$ cat src/rtl/rx_char_sequencer_pkg.sv
// Shared types and constants for the ISO7816 T=0 receive sequencer.
package rx_char_sequencer_pkg;

  typedef enum logic [1:0] {
    IDLE      = 2'd0,
    ERR_WAIT  = 2'd1,
    ERR_DRIVE = 2'd2
  } seqState_t;

  typedef logic [7:0] rxByte_t;

  // Error-signal low time expressed in half-ETUs (1.5 ETU).
  localparam int ERR_HALF_ETUS = 3;

endpackage

$ cat src/rtl/rx_char_sequencer_if.sv
// Downstream byte stream port: valid/ready handshake carrying one received character.
interface rx_char_sequencer_if;
  import rx_char_sequencer_pkg::*;

  rxByte_t rxData;
  logic    rxValid;
  logic    rxReady;

  modport master (output rxData, output rxValid, input rxReady);
  modport slave  (input rxData, input rxValid, output rxReady);

endinterface

$ cat src/rtl/rx_char_sequencer_etu_ticker.sv
// Free-running ETU divider: one-cycle tick every clocksPerBit clocks, realigned by restart.
module etu_ticker #(
  parameter int CLOCK_PER_BIT_WIDTH = 13
) (
  input  logic                           clk,
  input  logic                           reset,
  input  logic                           restart,
  input  logic [CLOCK_PER_BIT_WIDTH-1:0] clocksPerBit,
  output logic                           tick
);

  localparam logic [CLOCK_PER_BIT_WIDTH-1:0] CPB_ONE = 1;

  logic [CLOCK_PER_BIT_WIDTH-1:0] count;
  logic                           atEnd;

  // The >= compare lets a shortened clocksPerBit wrap immediately instead of overflowing.
  assign atEnd = (count >= clocksPerBit - CPB_ONE);
  assign tick  = atEnd && !restart;

  always_ff @(posedge clk) begin
    if (reset || restart) begin
      count <= '0;
    end else if (atEnd) begin
      count <= '0;
    end else begin
      count <= count + CPB_ONE;
    end
  end

endmodule

$ cat src/rtl/rx_char_sequencer.sv
// Sequences an RxCore for T=0 reception: byte hand-off, parity-error signalling with retries, CWT.
module rx_char_sequencer
  import rx_char_sequencer_pkg::*;
#(
  parameter int CLOCK_PER_BIT_WIDTH = 13,
  parameter int CWT_WIDTH           = 16,
  parameter int RETRY_WIDTH         = 3
) (
  input  logic                           clk,
  input  logic                           reset,
  input  logic [CLOCK_PER_BIT_WIDTH-1:0] clocksPerBit,
  input  logic                           errSignalEn,
  input  logic [RETRY_WIDTH-1:0]         maxRetries,
  input  logic [CWT_WIDTH-1:0]           cwtEtus,
  input  logic                           clearErrors,
  input  rxByte_t                        coreData,
  input  logic                           coreReady,
  input  logic                           coreFrameErr,
  input  logic                           coreOverrun,
  input  logic                           coreEndOfRx,
  input  logic                           coreStopBit,
  output logic                           coreAck,
  output logic                           coreResetN,
  output logic                           ioPullLow,
  rx_char_sequencer_if.master            rxPort,
  output logic [RETRY_WIDTH-1:0]         retryCount,
  output logic                           fatalError,
  output logic                           overrunError,
  output logic                           cwtTimeout
);

  localparam int                     TW         = CLOCK_PER_BIT_WIDTH + 1;
  localparam logic [TW-1:0]          TIMER_ONE  = 1;
  localparam logic [RETRY_WIDTH:0]   RETRY_ONE  = 1;
  localparam logic [CWT_WIDTH:0]     CWT_ONE    = 1;

  seqState_t              state;
  seqState_t              nextState;
  logic [TW-1:0]          errTimer;
  logic [TW-1:0]          halfBit;
  logic [TW-1:0]          driveLen;
  logic                   timerClear;
  logic                   captureEn;
  logic                   retryBump;
  logic                   fatalSet;
  logic [RETRY_WIDTH:0]   retryInc;
  logic                   endOfRxPrev;
  logic                   endRise;
  logic                   etuTick;
  logic                   cwtArmed;
  logic                   cwtStep;
  logic [CWT_WIDTH-1:0]   cwtCount;
  logic [CWT_WIDTH:0]     cwtNext;
  logic                   unusedStopBit;

  // Parity timing is derived from the ETU length alone, so RxCore's stopBit is not needed.
  assign unusedStopBit = coreStopBit;

  assign halfBit  = TW'(clocksPerBit >> 1);
  assign driveLen = TW'(ERR_HALF_ETUS) * halfBit + TW'(clocksPerBit[0]);
  assign retryInc = {1'b0, retryCount} + RETRY_ONE;
  assign endRise  = coreEndOfRx && !endOfRxPrev;

  etu_ticker #(
    .CLOCK_PER_BIT_WIDTH(CLOCK_PER_BIT_WIDTH)
  ) uEtuTicker (
    .clk          (clk),
    .reset        (reset),
    .restart      (endRise),
    .clocksPerBit (clocksPerBit),
    .tick         (etuTick)
  );

  always_ff @(posedge clk) begin
    if (reset) begin
      state    <= IDLE;
      errTimer <= '0;
    end else begin
      state    <= nextState;
      errTimer <= timerClear ? '0 : errTimer + TIMER_ONE;
    end
  end

  always_comb begin
    nextState  = state;
    coreAck    = 1'b0;
    ioPullLow  = 1'b0;
    captureEn  = 1'b0;
    retryBump  = 1'b0;
    fatalSet   = 1'b0;
    timerClear = 1'b1;
    unique case (state)
      IDLE: begin
        if (coreReady && !rxPort.rxValid) begin
          captureEn = 1'b1;
          coreAck   = 1'b1;
        end else if (coreFrameErr) begin
          if (errSignalEn && !fatalError && (retryCount < maxRetries)) begin
            nextState = ERR_WAIT;
          end else begin
            coreAck   = 1'b1;
            retryBump = 1'b1;
            fatalSet  = errSignalEn && (retryInc >= {1'b0, maxRetries});
          end
        end
      end
      ERR_WAIT: begin
        timerClear = 1'b0;
        if (errTimer == halfBit - TIMER_ONE) begin
          nextState  = ERR_DRIVE;
          timerClear = 1'b1;
        end
      end
      ERR_DRIVE: begin
        ioPullLow  = 1'b1;
        timerClear = 1'b0;
        if (errTimer == driveLen - TIMER_ONE) begin
          coreAck    = 1'b1;
          retryBump  = 1'b1;
          nextState  = IDLE;
          timerClear = 1'b1;
        end
      end
      default: nextState = IDLE;
    endcase
    // Clearing aborts any error signal in progress so the line is released immediately.
    if (clearErrors) begin
      nextState  = IDLE;
      ioPullLow  = 1'b0;
      timerClear = 1'b1;
    end
  end

  always_ff @(posedge clk) begin
    if (reset) begin
      rxPort.rxData  <= '0;
      rxPort.rxValid <= 1'b0;
      retryCount     <= '0;
      fatalError     <= 1'b0;
      overrunError   <= 1'b0;
      coreResetN     <= 1'b1;
    end else begin
      if (captureEn) begin
        rxPort.rxData  <= coreData;
        rxPort.rxValid <= 1'b1;
      end else if (rxPort.rxValid && rxPort.rxReady) begin
        rxPort.rxValid <= 1'b0;
      end

      if (clearErrors || captureEn) begin
        retryCount <= '0;
      end else if (retryBump && (retryCount != '1)) begin
        retryCount <= retryInc[RETRY_WIDTH-1:0];
      end

      if (clearErrors) begin
        fatalError <= 1'b0;
      end else if (fatalSet) begin
        fatalError <= 1'b1;
      end

      if (clearErrors) begin
        overrunError <= 1'b0;
      end else if (coreOverrun) begin
        overrunError <= 1'b1;
      end

      // RxCore can only leave its overrun state through its own reset.
      coreResetN <= !(clearErrors && overrunError);
    end
  end

  always_ff @(posedge clk) begin
    if (reset) begin
      endOfRxPrev <= 1'b0;
    end else begin
      endOfRxPrev <= coreEndOfRx;
    end
  end

  assign cwtStep = cwtArmed && etuTick && (cwtEtus != '0);
  assign cwtNext = {1'b0, cwtCount} + CWT_ONE;

  always_ff @(posedge clk) begin
    if (reset || clearErrors) begin
      cwtArmed   <= 1'b0;
      cwtCount   <= '0;
      cwtTimeout <= 1'b0;
    end else if (endRise) begin
      cwtArmed <= 1'b1;
      cwtCount <= '0;
    end else if (cwtStep) begin
      if (cwtNext >= {1'b0, cwtEtus}) begin
        cwtCount   <= cwtEtus;
        cwtTimeout <= 1'b1;
      end else begin
        cwtCount <= cwtNext[CWT_WIDTH-1:0];
      end
    end
  end

endmodule
$ cat src/flat_wrapper.sv
// flat-port wrapper written by rule: the top's interface ports become plain ports
module rx_char_sequencer_flat import rx_char_sequencer_pkg::*;
#(
  parameter int CLOCK_PER_BIT_WIDTH = 13,
  parameter int CWT_WIDTH           = 16,
  parameter int RETRY_WIDTH         = 3
)
  (clk, reset, clocksPerBit, errSignalEn, maxRetries, cwtEtus, clearErrors, coreData, coreReady, coreFrameErr, coreOverrun, coreEndOfRx, coreStopBit, coreAck, coreResetN, ioPullLow, retryCount, fatalError, overrunError, cwtTimeout, rxPort_rxData, rxPort_rxValid, rxPort_rxReady);
  rx_char_sequencer_if rxPort_i ();
  input  logic clk;
  input  logic reset;
  input  logic [CLOCK_PER_BIT_WIDTH-1:0] clocksPerBit;
  input  logic errSignalEn;
  input  logic [RETRY_WIDTH-1:0] maxRetries;
  input  logic [CWT_WIDTH-1:0] cwtEtus;
  input  logic clearErrors;
  input  rxByte_t coreData;
  input  logic coreReady;
  input  logic coreFrameErr;
  input  logic coreOverrun;
  input  logic coreEndOfRx;
  input  logic coreStopBit;
  output logic coreAck;
  output logic coreResetN;
  output logic ioPullLow;
  output logic [RETRY_WIDTH-1:0] retryCount;
  output logic fatalError;
  output logic overrunError;
  output logic cwtTimeout;
  output wire logic [$bits(rxPort_i.rxData)-1:0] rxPort_rxData;
  output wire logic [$bits(rxPort_i.rxValid)-1:0] rxPort_rxValid;
  input wire logic [$bits(rxPort_i.rxReady)-1:0] rxPort_rxReady;
  assign rxPort_rxData = rxPort_i.rxData;
  assign rxPort_rxValid = rxPort_i.rxValid;
  assign rxPort_i.rxReady = rxPort_rxReady;
  rx_char_sequencer #(.CLOCK_PER_BIT_WIDTH(CLOCK_PER_BIT_WIDTH), .CWT_WIDTH(CWT_WIDTH), .RETRY_WIDTH(RETRY_WIDTH)) u_core (.clk(clk), .reset(reset), .clocksPerBit(clocksPerBit), .errSignalEn(errSignalEn), .maxRetries(maxRetries), .cwtEtus(cwtEtus), .clearErrors(clearErrors), .coreData(coreData), .coreReady(coreReady), .coreFrameErr(coreFrameErr), .coreOverrun(coreOverrun), .coreEndOfRx(coreEndOfRx), .coreStopBit(coreStopBit), .coreAck(coreAck), .coreResetN(coreResetN), .ioPullLow(ioPullLow), .rxPort(rxPort_i), .retryCount(retryCount), .fatalError(fatalError), .overrunError(overrunError), .cwtTimeout(cwtTimeout));
endmodule
$ cat config.mk
export PLATFORM = sky130hd
export DESIGN_NAME = rx_char_sequencer_flat
export DESIGN_NICKNAME = d
export VERILOG_FILES = /design/src/rtl/rx_char_sequencer_pkg.sv /design/src/rtl/rx_char_sequencer_if.sv /design/src/rtl/rx_char_sequencer_etu_ticker.sv /design/src/rtl/rx_char_sequencer.sv /design/src/flat_wrapper.sv
export SDC_FILE = /design/constraint.sdc
export NUM_CORES = 1
export LEC_CHECK = 0
export ABC_AREA = 0
export BUFFER_PORTS_ARGS = -buffer_cell sky130_fd_sc_hd__buf_2
export CAP_MARGIN = 10
export CORE_AREA = 5 5 131 133
export CTS_BUF_LIST = sky130_fd_sc_hd__clkbuf_4 sky130_fd_sc_hd__clkbuf_8 sky130_fd_sc_hd__clkbuf_16
export DETAILED_ROUTE_END_ITERATION = 10
export DIE_AREA = 0 0 136 138
export PLACE_DENSITY_LB_ADDON = 0.12
export SLEW_MARGIN = 15
export SYNTH_ARGS = -nofsm -noshare
export SYNTH_HDL_FRONTEND = slang
export SYNTH_SLANG_ARGS = --single-unit
export TNS_END_PERCENT = 1
$ cat constraint.sdc
create_clock -name clk -period 3.3 [get_ports clk]
set_clock_uncertainty 0.15 [all_clocks]
set_input_delay 0.165 -clock clk [delete_from_list [all_inputs] [get_ports clk]]
set_output_delay 0.165 -clock clk [all_outputs]
set_load 0.01 [all_outputs]
==> metrics.md, run 1 <==
| Metric | Value |
|---|---|
| Outcome | complete, but fails checks |
| Failing checks | negative setup slack |
| Clock root buffer | clkbuf_16 |
| Synthesis-stage register bit count | 63 |
| Cell Rows | 46 |
| Initial Utilization | 37.4% |
| CP max stage cell | or3_4 |
| M3 GR Usage | 2.58% |
| Final ANT Viol Nets | 0 |
| Sink Count | 63 |
| Max-slew headroom | between 40 and 50% |
| Nets@finish | 1074 |
| Worst-Margin Slew | 853 ps |
| F_max | 294 MHz |
| CP max stage delay | 430 ps |
| Initial DRC count | 329 |
| Synthesized area | 5870 sq um |
| Max-cap violations | 0 |
| Internal power | 1.83 mW |
| Longest Clk Path Bufs | 2 |
| Final Max Tran Viols | 0 |
| Fill count | 1516 |
| Period minus WS final | 3400 ps |
| Setup Viol. Count Final | 16 |
| Worst VDD drop | 0.000241 V |
| Clock Latency Late Sink | 340 ps |
| Area after DPL | 7240 sq um |
| Routed Wire Length | 17200 um |
| Met2 GRT Util | between 30 and 40% |
| Post-synth EDFFs | 0 |
| Hold Path Depth | 3 |
| CTS H-Tree Depth | 3 |
| R2R depth | 14 |
| Sequential area share after synthesis | between 20% and 30% |
| Combinational Power Share | between 20% and 30% |
| First-pass GRT wire length | 29400 um |
| Async SR Flop Fraction | 0% |
| Die area | 18800 sq um |
| DP HPWL | 13800 um |
| Core Region | about 16000 sq um |
| Setup slack after layout | -102 ps |
| Worst EP arrival | 3510 ps |
| GR met1 Demand/Resource | 24.5% |
| Final hold violations | 0 |
| Layout cells sized above 1 | 26.3% |
| Critical path data required time | 3410 ps |
| Die W | 136 um |
| Port bufs | 66 |
| Pwr dens | about 320 nW/um^2 |
| Antenna violations before repair | 0 |
| Post-Syn Area per Cell | 7.88 sq um |
| WL/cell | 14.8 um |
| P&R area growth vs syn | 37.1% |
| Ant diodes | 0 |
| Yosys cell types | 63 |
| Worst Setup Start Kind | flip-flop |
| Most used DFF post-synth | dfxtp_1 |
| Syn Nets | 873 |
| Number of global-route vias before repair | 6087 |
| GRT Max-Usage Layer | met2 |
| Vias per cell | 5.08 |
| CP Capture Type | flip-flop |
| Fin Setup TNS | -844 ps |
| Min-delay worst type | in2reg |
| Sw power | between 0.7 and 0.8 mW |
| CTS Buf Count | 9 |
| Critical path class | reg2reg |
| Clock transition at path regs | 60 ps |
| GPL Wtd Cong | 0.919 |
| Router iterations before antenna repair | 4 |
| Unrepaired setup endpoints after global routing | yes |
| Total grt overflow | 0 |
| YS warnings | 0 |
| Share of total power in sequential cells | around 31% |
| Pin count of the biggest net entering global routing | 18 |
| I/O pins | 68 |
| Switching share of power | 28.4% |
| # DRC | 0 |
| Cell area after layout | just over 8000 sq um |
| Pre-CTS setup slack | -194 ps |
| Worst-path cell chain | and4_4 > and4_4 > nand3_4 > or2_4 > buf_4 > xnor2_1 > ha_1 > a21o_1 > a21o_1 > a21oi_2 > a21oi_2 > or3_4 > or3_1 > a31oi_1 |
| TritonCTS clock tree | done |
| Routed vias | 5934 |
| Total GRT Usage | a little under a fifth |
| Die extent in y | 138 um |
| Static Leakage | 3.78 nW |
| Power share of the clock group | 43.7% |
| Post-Synthesis Cells | 745 |
| Worst-path fanout max | 6 |
| Fin crit share | 103% |
-- cell usage in the layout (no fill, tap or decap), types with 21 or more instances in the layout --
cell / n
a21oi_1: 30
buf_2: 66
buf_4: 118
dfxtp_1: 59
dlygate4sd3_1: 25
ha_1: 75
inv_1: 64
nand2_1: 55
nand3_1: 46
nor2_1: 51
o21ai_0: 21
xnor2_1: 47
xor2_1: 27
-- flip-flops by register name, summed over array words and instances, names as in the netlist --
register,cells
u_core.errTimer,14
u_core.state,2
u_core.fatalError,1
u_core.cwtTimeout,1
u_core.overrunError,1
u_core.rxPort.rxValid,1
u_core.endOfRxPrev,1
u_core.uEtuTicker.count,13
u_core.coreResetN,1
u_core.cwtArmed,1
u_core.retryCount,3
u_core.cwtCount,16
u_core.rxPort.rxData,8
-- path summary, 6_finish.rpt --
path | startpoint | endpoint | slack, ps
worst max-delay path | u_core.cwtCount[0]$_SDFFE_PP0P_ | u_core.cwtCount[0]$_SDFFE_PP0P_ | -100
worst min-delay path | cwtEtus[9] | u_core.cwtCount[9]$_SDFFE_PP0P_ | 30
worst max register to register | u_core.cwtCount[0]$_SDFFE_PP0P_ | u_core.cwtCount[0]$_SDFFE_PP0P_ | -100
worst min register to register | u_core.overrunError$_SDFFE_PP0P_ | u_core.coreResetN$_SDFF_PP1_ | 280
-- metal layers --
layer | routed length (um) | share of wire, %
met1 | 8060 | 47
met2 | 8430 | 49
met3 | 440 | 2.6
met4 | 310 | 1.8
met5 | 0 | 0
-- kinds of logic after synthesis --
kind of cell | after synthesis | synth area share (%)
xor gates and xnor gates | 79 | 11.8
buffers and inverters | 87 | 5.96
adders and majority gates | 78 | 16.9
muxes | 10 | 1.70
and+or+nand+nor | 271 | 23.6
AOI/OAI and AO/OA | 157 | 18.6
DFF | 63 | 21.5
-- repair_timing --
| action | 4_1_cts | 5_1_grt |
|---|---|---|
| hold buffers | 25 | 0 |
| setup endpoints to repair | 18 | 33 |
| hold endpoints to repair | 27 | 0 |
| pin swaps | 8 | 15 |
| setup buffers | 8 | 6 |
| resized for setup | 8 | 19 |
-- final cells by class --
cell class	instances	area, sq um	share of cell area [%]
Clock buffer	9	225	2.80
Timing Repair Buffer	213	1510	18.8
Clock inverter	7	119	1.48
Multi-Input combinational cell	595	4410	54.8
Tap cell	216	270	3.36
Inverter	64	240	2.98
Sequential cell	63	1270	15.8
-- power groups by stage --
stage                     combinational (mW)  clock, mW  sequential [mW]
after floorplan                        0.378          0            0.800
after CTS                              0.659       1.15            0.779
after global routing                   0.740       1.18            0.780
after global placement                 0.617          0            0.796
after detailed placement               0.628          0            0.797
final                                  0.663       1.12            0.779
-- stage by stage --
step / power [mW] / std cells / hold slack (ps) / utilization (%)
after floorplan: 1.18 / 745 / 91.0 / -
after CTS: 2.59 / 1161 / 6.65 / 50.4
final: 2.56 / 1167 / 25.9 / 51.2
after global routing: 2.70 / 1167 / 16.3 / 51.2
after global placement: 1.41 / 1112 / 226 / 46.1
after detailed placement: 1.42 / 1112 / 229 / 46.1
-- critical path: cells and delay by family (launching register included) --
| family | cells | cell delay, ps |
|---|---|---|
| and+or+nand+nor | 6 | 1560 |
| AOI/OAI and AO/OA | 5 | 670 |
| DFF | 1 | 380 |
| adders and majority gates | 1 | 290 |
| buffers and inverters | 1 | 140 |
| xor gates and xnor gates | 1 | 120 |
-- Yosys cell counts (all sizes together), types with 5 or more instances --
cell	instances	area share (%)
xnor2	50	7.5
nand2b	14	1.5
and4	5	0.75
nor3	14	1.3
and3	18	1.9
nor2	55	3.5
a221oi	6	1.0
dfxtp	63	21
a31oi	12	1.4
a2111oi	9	1.6
nand2	57	3.6
nor2b	12	1.3
o21a	7	0.89
clkbuf	15	0.96
nand3	49	4.3
a21oi	36	3.2
a211oi	10	1.3
nor4	11	1.2
o211ai	6	0.77
mux2i	10	1.7
xor2	29	4.3
ha	76	16
buf	8	0.92
inv	64	4.1
or3	5	0.53
a21o	17	2.2
nand4	9	1.2
o21ai	24	2.0
o2bb2ai	5	0.75
and2	10	1.1
(Power assumes the default switching activity.)
==> run 2, diff against run 1 <==
--- a/config.mk
+++ b/config.mk
@@ -9,8 +9,9 @@
 export BUFFER_PORTS_ARGS = -buffer_cell sky130_fd_sc_hd__buf_2
 export CAP_MARGIN = 10
-export CORE_AREA = 5 5 131 133
+export CORE_AREA = 5 5 111 113
 export CTS_BUF_LIST = sky130_fd_sc_hd__clkbuf_4 sky130_fd_sc_hd__clkbuf_8 sky130_fd_sc_hd__clkbuf_16
+export CTS_CLUSTER_SIZE = 8
 export DETAILED_ROUTE_END_ITERATION = 10
-export DIE_AREA = 0 0 136 138
+export DIE_AREA = 0 0 116 118
 export PLACE_DENSITY_LB_ADDON = 0.12
 export SLEW_MARGIN = 15
--- a/constraint.sdc
+++ b/constraint.sdc
@@ -3,3 +3,3 @@
 set_input_delay 0.165 -clock clk [delete_from_list [all_inputs] [get_ports clk]]
 set_output_delay 0.165 -clock clk [all_outputs]
-set_load 0.01 [all_outputs]
+set_load 0.05 [all_outputs]
==> run 2 against run 1 <==
  * The run still ends with negative setup slack left
  * Die area fell by 27%
  * Global-route usage up 5.7 points
  * Total power shrank 8.5%
  * Setup slack got worse by 28 ps
  * Sequential cell count unchanged
  * Critical path type unchanged
==> metrics.md, run 2 (same netlist as run 1, synthesis figures left out) <==
| Metric | Value |
|---|---|
| DR WL met3 | between 700 and 800 um |
| Core Region | 11200 sq um |
| Max-slew headroom | 47.4% |
| WHS | 6.47 ps |
| Setup Viol. Count Final | 17 |
| Ant diodes | 0 |
| Longest Clk Path Bufs | 2 |
| Unrepaired setup endpoints after global routing | yes |
| F_max | 292 MHz |
| Combinational Power Share | 29.0% |
| First-pass GRT wire length | between 20000 and 30000 um |
| Fin crit share | 104% |
| Multi-input logic area | between 4000 and 5000 sq um |
| Flip-flop and latch area | ~1300 sq um |
| Vias per cell | 5.58 |
| Clock transition at path regs | 50 ps |
| Sw power | 0.756 mW |
| Worst EP arrival | approximately 3500 ps |
| Die W | 116 um |
| Router iterations before antenna repair | 5 |
| Outcome | complete, but fails checks |
| Die extent in y | 118 um |
| Hold Path Depth | 3 |
| Design Power | 2.34 mW |
| Commonest non-fill, non-tap cell in the layout | buf_4 |
| GPL Wtd Cong | 0.919 |
| Final Max Tran Viols | 0 |
| Worst VDD drop | 0.000305 V |
| DP HPWL | 12800 um |
| Worst Setup Start Kind | flip-flop |
| I/O pins | 68 |
| Pwr dens | 309 nW/um^2 |
| Top Registers | u_core.cwtCount (16), u_core.errTimer (14), u_core.uEtuTicker.count (13) |
| Wl on met1 | 7410 um |
| Min-delay worst type | in2reg |
| Fin Setup TNS | -1230 ps |
| Port bufs | 66 |
| Largest register FFs | 16 |
| Setup slack after layout | -129 ps |
| Routed vias | between 5000 and 6000 |
| Number of global-route vias before repair | 5883 |
| Max layer used | met4 |
| Total GRT Usage | 24.5% |
| Fill count | 965 |
| Total grt overflow | 0 |
| WL/cell | between 15 and 20 um |
| Sink Count | 63 |
| Max-cap violations | 0 |
| Internal power | 1.59 mW |
| Worst-Margin Slew | 788 ps |
| P&R area growth vs syn | 29.2% |
| Clock root buffer | clkbuf_16 |
| Nets@finish | 1037 |
| Static Leakage | ~3.5 nW |
| Pre-CTS setup slack | -158 ps |
| Final ANT Viol Nets | 0 |
| Period minus WS final | 3430 ps |
| Cell Rows | 39 |
| WL met2 | ~8300 um |
| Layout cells sized above 1 | 23.4% |
| Non-filler cells, final | approximately 1100 |
| # DRC | 0 |
| Routed Wire Length | 16700 um |
| Initial DRC count | 382 |
| Largest register by flop count | u_core.cwtCount |
| Final hold violations | 0 |
| CTS Buf Count | 9 |
| R2R depth | 15 |
| Failing checks | negative setup slack |
| CP Capture Type | flip-flop |
| CTS H-Tree Depth | 3 |
| Placed insts | 1018 |
| Initial Utilization | 52.3% |
| Pin count of the biggest net entering global routing | 18 |
| Share of total power in sequential cells | 33.2% |
| Worst-path fanout max | 6 |
| Antenna violations before repair | 0 |
| TritonCTS clock tree | done |
| Critical path class | reg2reg |
| Die area | 13700 sq um |
| Switching share of power | ~32% |
| Power share of the clock group | 37.8% |
| Clock Latency Late Sink | 350 ps |
| Most frequent cells in the layout | 88 x buf_4, 75 x ha_1, 65 x buf_2, 64 x inv_1, 59 x dfxtp_1 |
| Critical path data required time | 3400 ps |
## run 2: power by group through the flow
stage / logic (mW) / clock network (mW) / registers, mW
after floorplan: 0.382 / 0 / 0.825
final: 0.679 / 0.885 / 0.778
after CTS: 0.658 / 0.904 / 0.780
after detailed placement: 0.631 / 0 / 0.796
after global placement: 0.618 / 0 / 0.796
after global routing: 0.746 / 0.934 / 0.779
## run 2: worst paths after layout
path	from	to	slack [ps]
worst min-delay path	cwtEtus[14]	u_core.cwtCount[14]$_SDFFE_PP0P_	6
worst min register to register	u_core.overrunError$_SDFFE_PP0P_	u_core.coreResetN$_SDFF_PP1_	280
worst max register to register	u_core.cwtCount[0]$_SDFFE_PP0P_	u_core.cwtCount[0]$_SDFFE_PP0P_	-130
worst max-delay path	u_core.cwtCount[0]$_SDFFE_PP0P_	u_core.cwtCount[0]$_SDFFE_PP0P_	-130
## run 2: critical path, cell delays in order, from the launching register on
cell and delay, ps:
dfxtp_4 370, ha_4 140, nand3_2 90, nor2_2 110, and3_4 200, and4_2 270
nand2_1 100, xnor2_2 160, ha_1 300, nand3_1 100, nor2_1 60, a21o_1 180
a41o_1 220, or3_4 420, or3_1 320, a31oi_1 130
## run 2: timing repair
item / CTS / global route
pin swaps: 3 / 5
hold endpoints to repair: 23 / 0
endpoints found under the setup margin: 18 / 20
gates resized for setup: 13 / 11
hold buffers: 21 / 0
buffers inserted: 1 / 1
## run 2: cell type report
class | count | share of cell area (%)
tap | 143 | 2.36
clock buffer | 9 | 2.97
timing repair buffer | 176 | 16.1
sequential | 63 | 16.8
clock inverter | 7 | 0.643
inverter | 64 | 3.17
multi-input combinational | 595 | 58.0
## run 2: per-layer routing
metal,global-route usage (%),up-vias
met2,41.9,143
met4,8.34,0
met1,30.2,2741
met5,0,-
li1,-,2979
met3,4.83,34
## run 2: through the flow
stage	cell area, sq um	utilization (%)
2_1_floorplan	5960	-
3_3_place_gp	6990	62.3
3_5_place_dp	6990	62.3
4_1_cts	7530	67.1
5_1_grt	7590	67.6
6_report	7590	67.6
